File: src/rtl/dtw_stream_tx.sv
// dtw_stream_tx: host sample FIFO feeding the DTW sample port, framing beats
// with first/last flags for sequences of programmable length.
module dtw_stream_tx #(
   parameter int DW    = 30,
   parameter int DEPTH = 16,
   parameter int LEN_W = 5
) (
   input  logic                     clk,
   input  logic                     nrst,
   input  logic [DW-1:0]            in_data,
   input  logic                     in_valid,
   output logic                     in_ready,
   input  logic [LEN_W-1:0]         seq_len_i,
   input  logic                     flush_i,
   output logic [DW+1:0]            Sin_o,
   output logic                     valid_o,
   input  logic                     ready_i,
   output logic                     seq_done_o,
   output logic                     busy_o,
   output logic [$clog2(DEPTH):0]   fifo_cnt_o
);
   localparam int AW = $clog2(DEPTH);
   typedef enum logic [1:0] {IDLE, STREAM, DONE} state_t;
   state_t         state;
   logic [DW-1:0]  mem [DEPTH];
   logic [AW:0]    wptr, rptr;
   logic [LEN_W:0] pos, len, len_new;
   logic           empty, full, push, load, acc, fin, start;
   assign empty      = wptr == rptr;
   assign full       = (wptr[AW] != rptr[AW]) && (wptr[AW-1:0] == rptr[AW-1:0]);
   assign in_ready   = !full;
   assign push       = in_valid && !full;
   assign load       = (!valid_o || ready_i) && !empty;
   assign acc        = valid_o && ready_i;
   assign fin        = acc && Sin_o[DW] && state == STREAM;
   // a load that coincides with the final handshake already opens the next sequence
   assign start      = load && (state != STREAM || fin);
   assign len_new    = {seq_len_i == '0, seq_len_i};
   assign busy_o     = state == STREAM;
   assign fifo_cnt_o = wptr - rptr;
   always_ff @(posedge clk)
      if (push && !flush_i) mem[wptr[AW-1:0]] <= in_data;
   always_ff @(posedge clk or negedge nrst) begin
      if (!nrst) begin
         Sin_o      <= '0;
         valid_o    <= 1'b0;
         seq_done_o <= 1'b0;
         wptr       <= '0;
         rptr       <= '0;
         pos        <= '0;
         len        <= '0;
         state      <= IDLE;
      end else if (flush_i) begin
         wptr       <= '0;
         rptr       <= '0;
         valid_o    <= 1'b0;
         seq_done_o <= 1'b0;
         pos        <= '0;
         state      <= IDLE;
      end else begin
         seq_done_o <= fin;
         if (push) wptr <= wptr + 1'b1;
         if (load) begin
            rptr    <= rptr + 1'b1;
            valid_o <= 1'b1;
            Sin_o   <= {start, start ? len_new == (LEN_W+1)'(1) : pos == len - 1'b1, mem[rptr[AW-1:0]]};
            pos     <= start ? (LEN_W+1)'(1) : pos + 1'b1;
            if (start) len <= len_new;
         end else if (acc) begin
            valid_o <= 1'b0;
         end
         state <= start ? STREAM : fin ? DONE : state == DONE ? IDLE : state;
      end
   end
endmodule

File: config.mk
export PLATFORM = sky130hd
export DESIGN_NAME = dtw_stream_tx
export DESIGN_NICKNAME = d
export VERILOG_FILES = /design/src/rtl/dtw_stream_tx.sv
export SDC_FILE = /design/constraint.sdc
export NUM_CORES = 1
export LEC_CHECK = 0
export CORE_MARGIN = 2
export CORE_UTILIZATION = 30
export DETAILED_ROUTE_END_ITERATION = 8
export HOLD_SLACK_MARGIN = 0.15
export PLACE_DENSITY = 0.58
export SLEW_MARGIN = 15
export SYNTH_ARGS = -nofsm -noshare
export SYNTH_HDL_FRONTEND = slang
export SYNTH_SLANG_ARGS = --single-unit
File: constraint.sdc
create_clock -name clk -period 5.27 [get_ports clk]
set_input_delay 1.581 -clock clk [delete_from_list [all_inputs] [get_ports clk]]
set_output_delay 1.581 -clock clk [all_outputs]
set_load 0.1 [all_outputs]
==> implementation parameters, run 1 <==
Parameter                              Value

STA
  Number of pins with negative max-slew slack in the final report    0
  Worst hold margin    between 0.4 and 0.5 ns
  RSZ-0062 raised after global routing    false
  Setup TNS after final layout    0 ns
  Final Hold Fails    0
  Period utilisation layout    81.9%
  Relative slew margins    between 30% and 40%
  Count of endpoints failing setup in the final report    0
  Worst setup margin    roughly 0.95 ns
  Highest clock rate    232 MHz
  Slew @ Worst Pin    about 1.0 ns
  Final Critical Period    between 4 and 5 ns
  Setup clock skew after layout    0.0164 ns

Critical path
  CP Max Fanout    5
  Endpoint arrival time on the critical path    about 2.7 ns
  Critical path data required time    around 3.7 ns
  Setup crit end kind    primary output
  Crit start category    flop
  Flop-to-flop setup slack    1.66 ns
  Class of the most critical setup path    flop to primary output

Finish
  Number of nets in the layout    about 1200
  Design Area, Final    between 20000 and 25000 µm²
  Filler cell count in the final layout    around 6300
  Share of cells above drive strength 1    22.8%
  Relative area change from synthesis to final layout    19.0%

Detailed routing
  TritonRoute pass-1 iters    5
  Drt total wl    between 40000 and 50000 µm
  Drt first-iter violations    just over 700
  Residual antenna-violating net count after detailed routing    0
  Via/cell ratio    ~4.7
  Routed wire per std cell    22.1 µm
  Via count    9774
  DRC Markers    0

Yosys
  Most frequent cell after synthesis    sky130_fd_sc_hd__edfxtp_1
  Netlist area before placement    20800 µm²
  Most frequent cells after synthesis    sky130_fd_sc_hd__edfxtp_1, sky130_fd_sc_hd__mux4_2, sky130_fd_sc_hd__mux2i_1
  Post-Synthesis Cells    989
  Number of nets produced by synthesis    between 1000 and 1500
  Main synth FF type    sky130_fd_sc_hd__edfxtp_1
  Yosys top cell area share    between 60% and 70%
  Synthesized area per cell    21.0 µm²
  Cell variety after synth    43
  Leading area contributor after synthesis    sky130_fd_sc_hd__edfxtp_1
  Synth async-reset ratio    between 10% and 20%
  Number of enable flip-flop cells after synthesis    480
  Total number of yosys warnings    0
  Sequential fraction of the synthesis area    about three quarters
  Flip-flop and latch count after synthesis    approximately 540
  Largest cells by area after synthesis    sky130_fd_sc_hd__edfxtp_1, sky130_fd_sc_hd__mux4_2, sky130_fd_sc_hd__dfrtp_1

Die
  Io pins    slightly above 80
  Std-Cell Core Area    ~70000 µm²
  Core Rows    96
  Vertical extent of the die    around 270 µm
  Area enclosed by the die boundary    71400 µm²
  Die extent in x    267 µm
  Initial Util    a little under a third

Power
  Highest ir drop seen on vdd    0.245 mV
  Fraction of power consumed by sequential logic    a little over two fifths
  Cell internal power dissipation    roughly 8 mW
  Switching part of the total power    31.5%
  Pleak    between 8 and 9 nW
  Combinational share of power    about a quarter
  Total power divided by cell area    473 nW/µm²
  Net switching power    around 3.7 mW
  Clock network fraction of total power    between 30% and 40%

Clocking
  Clock Tree Root    sky130_fd_sc_hd__clkbuf_16
  Worst-skew pair later-pin latency    roughly 0.60 ns
  Post-cts repair resize count    0
  Clock Path Buffers    3
  Clock sink count    538
  Count of hold buffers inserted by post-cts repair    0
  Clock H-tree levels    2
  Clock slew seen by the registers of the worst setup and hold paths    0.06 ns
  TritonCTS Buffers    54
  Clock tree from TritonCTS    done
  # Post-CTS Setup Buffers    0

Global route
  Aggregate global-route resource usage    a little over an eighth
  Grt ovf    0
  Via count of the first global-routing pass    between 10000 and 15000
  Antenna violations before repair    1
  Pin count of the biggest net entering global routing    ~70
  Wire length of the first global-routing pass    a little under 70000 µm

Placed design
  Final Wtd Congestion    approximately 0.74
  Area post-placement    23000 µm²
  Placement Setup Slack    between 0.9 and 1 ns
  Count of input and output buffers    80
  HPWL after DPL    28200 µm

Status
  Result of the run    complete, no violations

Hold path
  Worst hold path class    flop to flop

Run
  Count of maximum capacitance violations    0
[placed cells by master (no fill, tap or decap), types with 4 or more instances in the layout]
master	Yosys	final
sky130_fd_sc_hd__nand2b_1	4	4
sky130_fd_sc_hd__buf_4	0	32
sky130_fd_sc_hd__clkinv_1	0	19
sky130_fd_sc_hd__dfrtp_1	58	56
sky130_fd_sc_hd__mux2i_1	60	60
sky130_fd_sc_hd__clkbuf_1	23	6
sky130_fd_sc_hd__bufinv_16	0	7
sky130_fd_sc_hd__a21oi_1	9	9
sky130_fd_sc_hd__nor2b_1	4	4
sky130_fd_sc_hd__o221ai_1	30	30
sky130_fd_sc_hd__ha_1	11	11
sky130_fd_sc_hd__xnor2_1	15	15
sky130_fd_sc_hd__clkdlybuf4s50_1	0	74
sky130_fd_sc_hd__inv_1	12	12
sky130_fd_sc_hd__mux4_2	120	120
sky130_fd_sc_hd__xor2_1	5	5
sky130_fd_sc_hd__nand4_1	5	5
sky130_fd_sc_hd__buf_12	0	6
sky130_fd_sc_hd__nor3_2	0	4
sky130_fd_sc_hd__edfxtp_1	480	480
sky130_fd_sc_hd__mux2_2	5	5
sky130_fd_sc_hd__nand2_1	48	48
sky130_fd_sc_hd__a31oi_1	6	6
sky130_fd_sc_hd__nor2_4	0	12
sky130_fd_sc_hd__clkbuf_16	0	55
sky130_fd_sc_hd__nor2_1	28	16
sky130_fd_sc_hd__clkinv_2	0	11
[state kept, by name, summed over array words and instances, names as in the netlist]
register and cells:
Sin_o 32, len 6, mem 480, pos 6, rptr 5, seq_done_o 1, state 2, valid_o 1
wptr 5
[critical path, cell delays in order (launching register included)]
cell and delay (ns):
sky130_fd_sc_hd__dfrtp_1 0.42, sky130_fd_sc_hd__inv_1 0.10, sky130_fd_sc_hd__ha_1 0.24, sky130_fd_sc_hd__fa_1 0.40, sky130_fd_sc_hd__inv_1 0.07, sky130_fd_sc_hd__a21o_1 0.11, sky130_fd_sc_hd__a21oi_1 0.09, sky130_fd_sc_hd__xnor2_1 0.33
sky130_fd_sc_hd__buf_4 0.37
[path summary, 6_finish.rpt]
path,from,endpoint,depth (start not counted)
max,wptr[0]$_DFFE_PN0P_,fifo_cnt_o[4],8
min,Sin_o[22]$_DFFE_PN0P_,Sin_o[22]$_DFFE_PN0P_,2
max in group asynchronous,nrst,rptr[0]$_DFFE_PN0P_,1
min reg2reg,Sin_o[22]$_DFFE_PN0P_,Sin_o[22]$_DFFE_PN0P_,2
min in group asynchronous,nrst,Sin_o[19]$_DFFE_PN0P_,1
max reg2reg,wptr[2]$_DFFE_PN0P_,mem[15][8]$_DFFE_PP_,7
[kinds of logic after synthesis]
group	count (synthesis)	synth area share [%]
flip-flops	538	76.3
multiplexers	185	16.2
AND/OR/NAND/NOR	108	2.32
buffers and inverters	64	1.27
AO/OA/AOI/OAI	62	2.31
XOR/XNOR	20	0.843
adder cells (fa/ha/maj)	12	0.759
[metal layers]
metal	track usage (%)	vias up	part of all wire, %
li1	-	4296	-
met1	17.0	5205	43
met2	22.4	217	51
met3	2.22	56	4.0
met4	3.64	0	2.1
met5	0	-	0
[power groups by stage]
stage | Clock [mW] | Sequential [mW] | Combinational [mW]
CTS | 3.93 | 5.01 | 2.93
global placement | 0 | 5.10 | 2.90
finish | 3.83 | 5.00 | 2.87
global route | 4.09 | 5.03 | 3.05
floorplan | 0 | 5.89 | 1.34
detailed placement | 0 | 5.09 | 2.92
[final cells by class]
type | count | area (µm²) | area share [%]
multi-input combinational | 387 | 4770 | 19.3
antenna | 1 | 2.50 | 0.0101
sequential | 538 | 15900 | 64.2
timing repair buffer | 112 | 1100 | 4.45
clock inverter | 40 | 375 | 1.52
clock buffer | 61 | 1400 | 5.66
tap | 931 | 1160 | 4.71
inverter | 13 | 50.0 | 0.202
[stage by stage]
stage | power (mW) | utilization, % | instances
global route | 12.2 | 36.1 | 2083
floorplan | 7.23 | - | 989
CTS | 11.9 | 36.1 | 2082
global placement | 8.00 | 33.5 | 1981
finish | 11.7 | 36.1 | 2083
detailed placement | 8.02 | 33.5 | 1981
Note: power is estimated with default switching activity, not from simulation.
==> inputs of run 2 (changes only) <==
--- a/config.mk
+++ b/config.mk
@@ -9,7 +9,7 @@
 export CORE_UTILIZATION = 30
 export DETAILED_ROUTE_END_ITERATION = 8
 export HOLD_SLACK_MARGIN = 0.15
-export PLACE_DENSITY = 0.58
+export PLACE_DENSITY = 0.56
 export SLEW_MARGIN = 15
 export SYNTH_ARGS = -nofsm -noshare
 export SYNTH_HDL_FRONTEND = slang
==> constraint.sdc (replaced) <==
create_clock -name clk -period 4.2 [get_ports clk]
set_input_delay 1.26 -clock clk [delete_from_list [all_inputs] [get_ports clk]]
set_output_delay 1.26 -clock clk [all_outputs]
set_load 0.1 [all_outputs]
==> implementation parameters, run 2 (synthesis gave the netlist of run 1 again) <==
Parameter                              Value

Global route
  Most Used Layer, Global Route    met2 (unchanged)
  GR Layer Usage met1    17.2% (was 17.0%)
  Global-route met3 utilization    2.03% (was 2.22%)
  Met2 track utilization from global routing    21.5% (was 22.4%)
  Wire length of the first global-routing pass    67900 µm (was 68800 µm)
  Pin count of the biggest net entering global routing    69 (unchanged)
  Aggregate global-route resource usage    12.8% (was 13.1%)
  Via count of the first global-routing pass    10400 (was 10500)
  Antenna violations before repair    1 (unchanged)
  Grt ovf    0 (unchanged)

Power
  Combinational share of power    24.6% (was 24.5%)
  Clock network fraction of total power    33.1% (was 32.8%)
  Total power divided by cell area    597 nW/µm² (was 473 nW/µm²)
  Pleak    8.31 nW (was 8.23 nW)
  Net switching power    4.67 mW (was 3.68 mW)
  Cell internal power dissipation    10.2 mW (was 8.02 mW)
  Fraction of power consumed by sequential logic    42.3% (was 42.7%)
  Switching part of the total power    31.5% (about the same)
  Total design power    14.8 mW (was 11.7 mW)
  Highest ir drop seen on vdd    0.251 mV (was 0.245 mV)

Hold path
  Worst hold path class    flop to flop (unchanged)
  Depth of the worst hold-timing path    2 (unchanged)
  Worst Hold Path EP    Sin_o[21]$_DFFE_PN0P_ (was Sin_o[22]$_DFFE_PN0P_)
  Launch instance of the worst min-delay path    Sin_o[21]$_DFFE_PN0P_ (was Sin_o[22]$_DFFE_PN0P_)

Status
  Result of the run    complete, no violations (unchanged)

Finish
  Register area    15900 µm² (unchanged)
  Number of nets in the layout    1167 (was 1158)
  Flip-flop count of the largest register after layout    480 (unchanged)
  Share of cells above drive strength 1    24.9% (was 22.8%)
  Antenna diode count    0 (was 1)
  Area used by multi-input combinational logic    4810 µm² (was 4770 µm²)
  Relative area change from synthesis to final layout    19.7% (was 19.0%)
  Filler cell count in the final layout    6273 (was 6311)
  Most common cell after layout, fill and taps aside    sky130_fd_sc_hd__edfxtp_1 (unchanged)
  Commonest cells after routing, fill and taps aside    sky130_fd_sc_hd__edfxtp_1, sky130_fd_sc_hd__mux4_2, sky130_fd_sc_hd__clkdlybuf4s50_1, sky130_fd_sc_hd__mux2i_1, sky130_fd_sc_hd__clkbuf_16 (was sky130_fd_sc_hd__edfxtp_1, sky130_fd_sc_hd__mux4_2, sky130_fd_sc_hd__clkdlybuf4s50_1, sky130_fd_sc_hd__mux2i_1, sky130_fd_sc_hd__dfrtp_1)

STA
  Count of endpoints failing setup in the final report    0 (unchanged)
  Highest clock rate    roughly 260 MHz
  Setup clock skew after layout    0.0175 ns (was 0.0164 ns)
  RSZ-0062 raised after global routing    false (unchanged)
  Final Critical Period    slightly below 4 ns
  Number of pins with negative max-slew slack in the final report    0 (unchanged)
  Period utilisation layout    between 90% and 100%
  Slew @ Worst Pin    1.09 ns (was 1.03 ns)
  Relative slew margins    27.4% (was 30.9%)
  Setup TNS after final layout    0 ns (unchanged)
  Final Hold Fails    0 (unchanged)

Critical path
  Endpoint of the most critical register-to-register path    mem[1][14]$_DFFE_PP_ (was mem[15][8]$_DFFE_PP_)
  Slowest cell on crit path    sky130_fd_sc_hd__dfrtp_1 (unchanged)
  Critical path data required time    2.94 ns (was 3.69 ns)
  Slowest Stage Delay on Critical Path    0.76 ns (was 0.42 ns)
  Buf/Inv on CP    1 (was 3)
  Class of the most critical setup path    flop to primary output (unchanged)
  Crit start category    flop (unchanged)
  CP Max Fanout    11 (was 5)
  Flop-to-flop setup slack    0.90 ns (was 1.66 ns)
  Top delay family on crit path    flip-flops (was adder cells)
  RR Startpoint    wptr[2]$_DFFE_PN0P_ (unchanged)
  Sequence of cells on the critical path    ha_1 > a21o_1 > a21oi_1 > xnor2_2 > buf_12 (was inv_1 > ha_1 > fa_1 > inv_1 > a21o_1 > a21oi_1 > xnor2_1 > buf_4)
  Endpoint arrival time on the critical path    2.60 ns (was 2.74 ns)
  Setup crit end kind    primary output (unchanged)
  Number of cells traversed by the worst register-to-register path    7 (unchanged)

Detailed routing
  Residual antenna-violating net count after detailed routing    0 (unchanged)
  Routed wire per std cell    21.7 µm (was 22.1 µm)
  Via count    9895 (was 9774)
  Drt first-iter violations    693 (was 723)
  DRC Markers    0 (unchanged)
  TritonRoute pass-1 iters    4 (was 5)
  Via/cell ratio    4.73 (was 4.69)
  Drt total wl    45500 µm (was 46000 µm)

Placed design
  Final Wtd Congestion    0.727 (was 0.737)
  HPWL after DPL    26800 µm (was 28200 µm)
  Count of input and output buffers    80 (unchanged)

Die
  Vertical extent of the die    267 µm (unchanged)
  Std-Cell Core Area    68600 µm² (unchanged)
  Die extent in x    267 µm (unchanged)
  Core Rows    96 (unchanged)
  Area enclosed by the die boundary    71400 µm² (unchanged)
  Initial Util    30.3% (unchanged)
  Io pins    81 (unchanged)

Clocking
  Clock tree from TritonCTS    done (unchanged)
  Post-cts repair resize count    0 (unchanged)
  TritonCTS Buffers    56 (was 54)
  Clock H-tree levels    2 (unchanged)
  Worst-skew pair later-pin latency    0.61 ns (was 0.60 ns)
  Clock Tree Root    sky130_fd_sc_hd__clkbuf_16 (unchanged)
  # Post-CTS Setup Buffers    0 (unchanged)
  Clock slew seen by the registers of the worst setup and hold paths    0.06 ns (about the same)
  Clock Path Buffers    3 (unchanged)
  Clock sink count    538 (unchanged)
  Count of hold buffers inserted by post-cts repair    0 (unchanged)

Run
  Count of maximum capacitance violations    0 (unchanged)
run 2: cell types whose count changed in the layout (fill, tap and decap cells not counted), moves of 4 or more:
cell / delta
sky130_fd_sc_hd__clkbuf_8: +5
sky130_fd_sc_hd__nor3_2: -4
sky130_fd_sc_hd__buf_4: +12
sky130_fd_sc_hd__nor3_4: +4
sky130_fd_sc_hd__clkinv_2: +4
sky130_fd_sc_hd__clkinv_1: -12
run 2: final cells by class:
class / instances / area share, %
inverter: 13 / 0.206
sequential: 538 / 63.8
clock buffer: 71 / 6.23
clock inverter: 35 / 1.22
multi-input combinational: 387 / 19.3
timing repair buffer: 119 / 4.51
tap: 931 / 4.68
run 2: power groups by stage:
| stage | Sequential, mW | Clock, mW | Combinational [mW] |
|---|---|---|---|
| after floorplan | 7.39 | 0 | 1.70 |
| after global placement | 6.40 | 0 | 3.69 |
| after detailed placement | 6.40 | 0 | 3.72 |
| after CTS | 6.29 | 5.03 | 3.73 |
| after global routing | 6.32 | 5.24 | 3.88 |
| final | 6.28 | 4.91 | 3.65 |
run 2: worst reg2reg max path: stages, from the launching register on:
cell	delay (ns)
sky130_fd_sc_hd__dfrtp_1	0.76
sky130_fd_sc_hd__ha_1	0.40
sky130_fd_sc_hd__and4_1	0.29
sky130_fd_sc_hd__a21boi_1	0.22
sky130_fd_sc_hd__and2_1	0.30
sky130_fd_sc_hd__nand2_1	0.30
sky130_fd_sc_hd__nor3_4	0.19
sky130_fd_sc_hd__buf_4	0.46
run 2: through the flow:
| stage | instances | util, % | area [µm²] | hold slack, ns | setup WS (ns) |
|---|---|---|---|---|---|
| 3_3_place_gp | 1988 | 33.6 | 23000 | 0.474 | 0.614 |
| 3_5_place_dp | 1988 | 33.6 | 23000 | 0.475 | 0.602 |
| 6_report | 2094 | 36.3 | 24900 | 0.486 | 0.339 |
| 4_1_cts | 2094 | 36.3 | 24900 | 0.494 | 0.316 |
| 2_1_floorplan | 989 | - | 20800 | 0.470 | 0.0623 |
| 5_1_grt | 2094 | 36.3 | 24900 | 0.515 | 0.221 |
run 2: metal layers:
layer,vias up,routed length [µm]
li1,4336,-
met1,5289,20100
met2,204,22700
met3,64,1850
met4,2,909
met5,-,12
run 2: how the worst max path moves through the flow:
stage,end,from,slack (ns),cells after the start
6_report,fifo_cnt_o[4],wptr[2]$_DFFE_PN0P_,0.34,5
4_1_cts,fifo_cnt_o[4],wptr[0]$_DFFE_PN0P_,0.32,8
5_1_grt,fifo_cnt_o[4],wptr[0]$_DFFE_PN0P_,0.22,8
2_1_floorplan,mem[15][0]$_DFFE_PP_,rptr[2]$_DFFE_PN0P_,0.06,11
3_3_place_gp,mem[1][15]$_DFFE_PP_,in_valid,0.61,6
3_5_place_dp,mem[1][16]$_DFFE_PP_,in_valid,0.60,6
